--- config.mk ---
export PLATFORM = sky130hd
export DESIGN_NAME = calc1_req_scheduler
export DESIGN_NICKNAME = d
export VERILOG_FILES = /design/src/rtl/calc1_sched_pkg.sv /design/src/rtl/calc1_port_capture.sv /design/src/rtl/calc1_req_scheduler.sv
export SDC_FILE = /design/constraint.sdc
export NUM_CORES = 1
export LEC_CHECK = 0
export ABC_CLOCK_PERIOD_IN_PS = 2450
export CORE_MARGIN = 8
export CORE_UTILIZATION = 27
export CTS_CLUSTER_DIAMETER = 80
export CTS_CLUSTER_SIZE = 28
export DETAILED_ROUTE_END_ITERATION = 8
export PLACE_DENSITY = 0.46
export SYNTH_ARGS = -nofsm -noshare
export SYNTH_HDL_FRONTEND = slang
export SYNTH_SLANG_ARGS = --single-unit
export TNS_END_PERCENT = 20
--- constraint.sdc ---
create_clock -name c_clk -period 2.45 [get_ports c_clk]
set_input_delay 0.3675 -clock c_clk [delete_from_list [all_inputs] [get_ports c_clk]]
set_output_delay 0.3675 -clock c_clk [all_outputs]
set_load 0.05 [all_outputs]
--- src/rtl/calc1_sched_pkg.sv ---
// calc1_sched_pkg: command/response encodings, FSM and capture state types for the request scheduler
package calc1_sched_pkg;
   localparam int DEF_TIMEOUT = 16;
   localparam logic [3:0] CMD_ADD = 4'd1, CMD_SUB = 4'd2, CMD_SHL = 4'd5, CMD_SHR = 4'd6;
   localparam logic [1:0] RESP_NONE = 2'd0, RESP_OK = 2'd1, RESP_ERR = 2'd2, RESP_TMO = 2'd3;
   typedef logic [1:0] state_t;
   localparam state_t ST_IDLE = 2'd0, ST_ISSUE = 2'd1, ST_RESP = 2'd2;
   typedef logic [1:0] cap_t;
   localparam cap_t CAP_IDLE = 2'd0, CAP_OP1 = 2'd1, CAP_PEND = 2'd2;
   function automatic logic cmd_valid(input logic [3:0] c);
      return c inside {CMD_ADD, CMD_SUB, CMD_SHL, CMD_SHR};
   endfunction
endpackage

--- src/rtl/calc1_port_capture.sv ---
// calc1_port_capture: two-cycle command/operand capture for one requester, held pending until served
module calc1_port_capture
   import calc1_sched_pkg::*;
(
   input  logic        clk,
   input  logic        rst,
   input  logic [3:0]  cmd_in,
   input  logic [31:0] data_in,
   input  logic        done,
   output logic        pending,
   output logic [3:0]  cmd,
   output logic [31:0] op1,
   output logic [31:0] op2
);
   cap_t st;
   always_ff @(posedge clk)
      if (rst) begin
         st  <= CAP_IDLE;
         cmd <= '0;
         op1 <= '0;
         op2 <= '0;
      end else begin
         if (st == CAP_IDLE && cmd_in != '0) begin
            st  <= CAP_OP1;
            cmd <= cmd_in;
            op1 <= data_in;
         end
         if (st == CAP_OP1) begin
            st  <= CAP_PEND;
            op2 <= data_in;
         end
         if (st == CAP_PEND && done) st <= CAP_IDLE;
      end
   assign pending = st == CAP_PEND;
endmodule

--- src/rtl/calc1_req_scheduler.sv ---
// calc1_req_scheduler: four requesters sharing one ALU through a round-robin IDLE/ISSUE/RESP scheduler
module calc1_req_scheduler
   import calc1_sched_pkg::*;
#(
   parameter int TIMEOUT_CYCLES = DEF_TIMEOUT
) (
   input  logic        c_clk,
   input  logic        reset,
   input  logic [3:0]  req1_cmd_in,
   input  logic [3:0]  req2_cmd_in,
   input  logic [3:0]  req3_cmd_in,
   input  logic [3:0]  req4_cmd_in,
   input  logic [31:0] req1_data_in,
   input  logic [31:0] req2_data_in,
   input  logic [31:0] req3_data_in,
   input  logic [31:0] req4_data_in,
   output logic [1:0]  out_resp1,
   output logic [1:0]  out_resp2,
   output logic [1:0]  out_resp3,
   output logic [1:0]  out_resp4,
   output logic [31:0] out_data1,
   output logic [31:0] out_data2,
   output logic [31:0] out_data3,
   output logic [31:0] out_data4,
   output logic        alu_req_out,
   output logic [3:0]  alu_cmd_out,
   output logic [31:0] alu_op1_out,
   output logic [31:0] alu_op2_out,
   input  logic        alu_ack_in,
   input  logic [1:0]  alu_resp_in,
   input  logic [31:0] alu_data_in
);
   logic [3:0]  cmd_in [4];
   logic [31:0] data_in [4];
   logic [3:0]  cmd [4];
   logic [31:0] op1 [4];
   logic [31:0] op2 [4];
   logic [1:0]  resp_o [4];
   logic [31:0] data_o [4];
   logic [3:0]  pending, done;
   state_t      state;
   logic [1:0]  grant, last, sel;
   logic        found;
   logic [1:0]  resp_q;
   logic [31:0] data_q;
   logic [15:0] timer;
   assign cmd_in  = '{req1_cmd_in, req2_cmd_in, req3_cmd_in, req4_cmd_in};
   assign data_in = '{req1_data_in, req2_data_in, req3_data_in, req4_data_in};
   for (genvar g = 0; g < 4; g++) begin : g_port
      calc1_port_capture u_cap (
         .clk(c_clk), .rst(reset), .cmd_in(cmd_in[g]), .data_in(data_in[g]), .done(done[g]),
         .pending(pending[g]), .cmd(cmd[g]), .op1(op1[g]), .op2(op2[g])
      );
      assign done[g]   = state == ST_RESP && grant == 2'(g);
      assign resp_o[g] = done[g] ? resp_q : RESP_NONE;
      assign data_o[g] = done[g] ? data_q : '0;
   end
   assign {out_resp1, out_resp2, out_resp3, out_resp4} = {resp_o[0], resp_o[1], resp_o[2], resp_o[3]};
   assign {out_data1, out_data2, out_data3, out_data4} = {data_o[0], data_o[1], data_o[2], data_o[3]};
   // Search starts one past the last grant; k == 4 wraps back onto the last granted port itself.
   always_comb begin
      sel   = last;
      found = 1'b0;
      for (int k = 1; k <= 4; k++)
         if (!found && pending[last + 2'(k)]) begin
            sel   = last + 2'(k);
            found = 1'b1;
         end
   end
   always_ff @(posedge c_clk)
      if (reset) begin
         state  <= ST_IDLE;
         grant  <= '0;
         last   <= 2'd3;
         resp_q <= RESP_NONE;
         data_q <= '0;
         timer  <= '0;
      end else
         case (state)
            ST_IDLE:
               if (found) begin
                  grant  <= sel;
                  last   <= sel;
                  timer  <= '0;
                  resp_q <= RESP_ERR;
                  data_q <= '0;
                  state  <= cmd_valid(cmd[sel]) ? ST_ISSUE : ST_RESP;
               end
            ST_ISSUE:
               if (alu_ack_in) begin
                  resp_q <= alu_resp_in;
                  data_q <= alu_data_in;
                  state  <= ST_RESP;
               end else if (timer == 16'(TIMEOUT_CYCLES - 1)) begin
                  resp_q <= RESP_TMO;
                  data_q <= '0;
                  state  <= ST_RESP;
               end else
                  timer <= timer + 16'd1;
            default: state <= ST_IDLE;
         endcase
   assign alu_req_out = state == ST_ISSUE;
   assign alu_cmd_out = alu_req_out ? cmd[grant] : '0;
   assign alu_op1_out = alu_req_out ? op1[grant] : '0;
   assign alu_op2_out = alu_req_out ? op2[grant] : '0;
endmodule

==> impl_metrics.csv <==
group,metric,value,unit
die,die_w,251.1,um
cells_and_area,final_nets,2325,
sta,period_share,1.021,
run_status,status,"complete, but fails checks",
cells_and_area,finalInstanceArea,0.02377,sq mm
detailed_routing,wl_per_cell,23.37,um
placement,pre_cts_ws,122.0,ps
global_routing,grt_use_total,0.1957,
cts,htree_levels,1,
yosys,synth_ff_type,"dfxtp_1",
pwr,leakagePower,8.942,nW
critical_path,critPathKind,"flop to output port",
sta,hold_violations,0,
job,drv_cap,0,
critical_path,slowest_delay,400,ps
die,die_area,0.06304,sq mm
sta,slew_headroom,0.4068,
die,boundaryPins,386,
cells_and_area,fin_util,0.4332,
detailed_routing,route.met3.wl,4.237,mm
placement,dpl.hpwl,42.45,mm
yosys,synth-seq-cells,336,
die,num_rows,86,
global_routing,grt_pass1_wl,94.86,mm
yosys,yosysSeqAreaShare,0.4508,
yosys,netlist_instances,1778,
placement,placed_cells_incl_taps,2778,
placement,port_buffers,385,
yosys,avgSynthCellArea,8.392,sq um
die,initial_core_util,0.2719,
detailed_routing,met2_length,33.47,mm
global_routing,antenna_found_initial,5,
detailed_routing,wirelength,66.97,mm
cells_and_area,mostFrequentLayoutCells,"nand2_1 (544), dfxtp_1 (332), a21oi_1 (292)",
critical_path,crit_slowest_cell,"dfxtp_4",
sta,maxSlewViolCount,0,
cts,cts_tree,"done",
cts,clockBufferDepth,3,
detailed_routing,ant_nets,0,
run_status,failed_checks,"setup timing",
cells_and_area,final_common_cell,"nand2_1",
cells_and_area,fillers,5296,
yosys,netlist-cell-type-count,49,
critical_path,crit_chain,"buf_6 -> buf_16 -> nor3b_4 -> buf_12 -> clkbuf_16 -> and2_4 -> buf_12",
die,fp.coreArea,0.05488,sq mm
cells_and_area,areaGrowthSynthToFinish,59.32,%
global_routing,overflow,0,
cts,cts-buffers-inserted,23,
yosys,synth_largest_area_cell,"dfxtp_1",
yosys,yosys_warnings,0,
yosys,synth_async_sr_flop_share,0,
yosys,synth_area_leaders,"dfxtp_1 (45%), nand2_1 (14%), mux4_2 (10%)",
hold_path,hold_class,"input port to flop",
critical_path,critPathArrivalTime,2130,ps
critical_path,worstPathRequired,2080,ps
sta,clock-skew-final,22.41,ps
placement,place_congestion,0.8010,
yosys,synth_edf_count,0,
cts,cts.root.buffer_cell,"clkbuf_16",
sta,finalCriticalPeriod,2500,ps
pwr,irDropWorstVdd,507.9,uV
cells_and_area,layout-drive-gt1-share,0.2940,
detailed_routing,highest_layer,"met5",
detailed_routing,drcViolationCount,0,
die,dieHeight,251.1,um
placement,place_area,0.02136,sq mm
sta,setup_ws,-50.38,ps
yosys,synth_nets,1960,
sta,clock.fmax,399.9,MHz
detailed_routing,drt_first_pass_iters,6,
critical_path,critPathCaptureType,"output port",
global_routing,grt_pass1_vias,14198,
cts,insertion_delay,570,ps
sta,setup_violations,67,
cts,clkTransAtPathRegs,110,ps
critical_path,path_common_cell,"buf_12",
detailed_routing,routedLengthMet1,27.99,mm
sta,tightest_slew,889.8,ps
cts,clock_sinks,336,
sta,grt_setup_unrepaired,"yes",
critical_path,start_kind,"flop",
critical_path,critPathMaxFanout,17,
cells_and_area,final_cells,2865,
detailed_routing,via_per_inst,4.948,
detailed_routing,drtIter0Drc,938,
yosys,synth_top_area_share,0.4508,
global_routing,grt_start_max_net_pins,165,
pwr,p_per_area,718.8,mW/mm^2
yosys,syn_area,0.01492,sq mm
detailed_routing,via_count,14175,
pwr,p_total,17.09,mW
-- layout make-up --
cell class              instances  area (sq um)  area share
clock buffers                  24         579.3     0.02437
well taps                     704         880.8     0.03705
clock inverters                18         287.8     0.01211
multi-input cells            1297          8218      0.3457
repair buffers                477          7032      0.2958
inverters                       8         30.03    0.001263
flip-flops and latches        336          6741      0.2836
diodes                          1         2.502   0.0001053
-- synthesized netlist by cell type (all sizes together), types with 6 or more instances --
| library cell | instances |
|---|---|
| dfxtp | 336 |
| nand3 | 10 |
| nor4 | 6 |
| nor2 | 28 |
| buf | 30 |
| mux4 | 68 |
| and2 | 206 |
| a22o | 30 |
| or4 | 10 |
| nand2 | 544 |
| o31ai | 10 |
| inv | 8 |
| a22oi | 10 |
| o21ai | 11 |
| nor2b | 6 |
| a21oi | 293 |
| nor3 | 7 |
| nand2b | 16 |
| clkbuf | 107 |
-- worst max-delay path: cells and delay by family, from the launching register on --
kind / cells / cell delay, ps
DFF: 1 / 400
buffers and inverters: 5 / 780
and+or+nand+nor: 2 / 380
-- registers in the layout, indices dropped and copies added, names as in the netlist --
| register | flops |
|---|---|
| state | 2 |
| last | 2 |
| g_port.u_cap.op1 | 128 |
| timer | 16 |
| grant | 2 |
| resp_q | 2 |
| g_port.u_cap.op2 | 128 |
| g_port.u_cap.cmd | 16 |
| g_port.u_cap.st | 8 |
| data_q | 32 |
-- stage by stage --
step | TNS [ps] | hold WS, ps
after floorplan | 0 | 433.1
final | -1565 | 372.1
after detailed placement | 0 | 443.7
after CTS | -8861 | 335.3
after global routing | -12670 | 357.8
after global placement | 0 | 438.7
-- cell families after synthesis --
family          count (synthesis)  synth area share
compound gates                372            0.1414
xor+xnor                        4          0.002348
fa+ha+maj                       1         0.0008384
buf+inv                       145           0.03866
flops                         336            0.4508
mux                            69            0.1033
simple gates                  851            0.2626
-- power by group --
group / internal, mW / switching, mW
Clock: 2.06 / 2.48
Combinational: 2.78 / 3.37
Sequential: 6.01 / 0.391
-- per-layer routing --
layer  up-vias  GRT usage
met2       458     0.3483
met3        67    0.04017
li1       6711          -
met1      6933     0.2448
met5         -          0
met4         6    0.03425
-- timing repair --
action / 4_1_cts / 5_1_grt
endpoints found under the hold margin: 3 / 0
setup endpoints to repair: 169 / 204
gates cloned: 5 / 15
buffers inserted: 8 / 16
pin swaps: 14 / 3
hold buffers: 1 / 0
resized for setup: 182 / 91
-- worst paths after layout --
kind | end | from | slack [ps] | depth (start not counted)
hold / removal | g_port[0].u_cap.op1[16]$_SDFFE_PP0P_ | req1_data_in[16] | 370 | 3
hold reg to reg | g_port[1].u_cap.op1[4]$_SDFFE_PP0P_ | g_port[1].u_cap.op1[4]$_SDFFE_PP0P_ | 460 | 2
setup reg to reg | data_q[7]$_SDFFE_PP0P_ | g_port[3].u_cap.st[0]$_SDFFE_PP0P_ | 290 | 5
setup / recovery | out_data2[9] | grant[0]$_SDFFE_PP0P_ | -50 | 7
(Power assumes the default switching activity.)
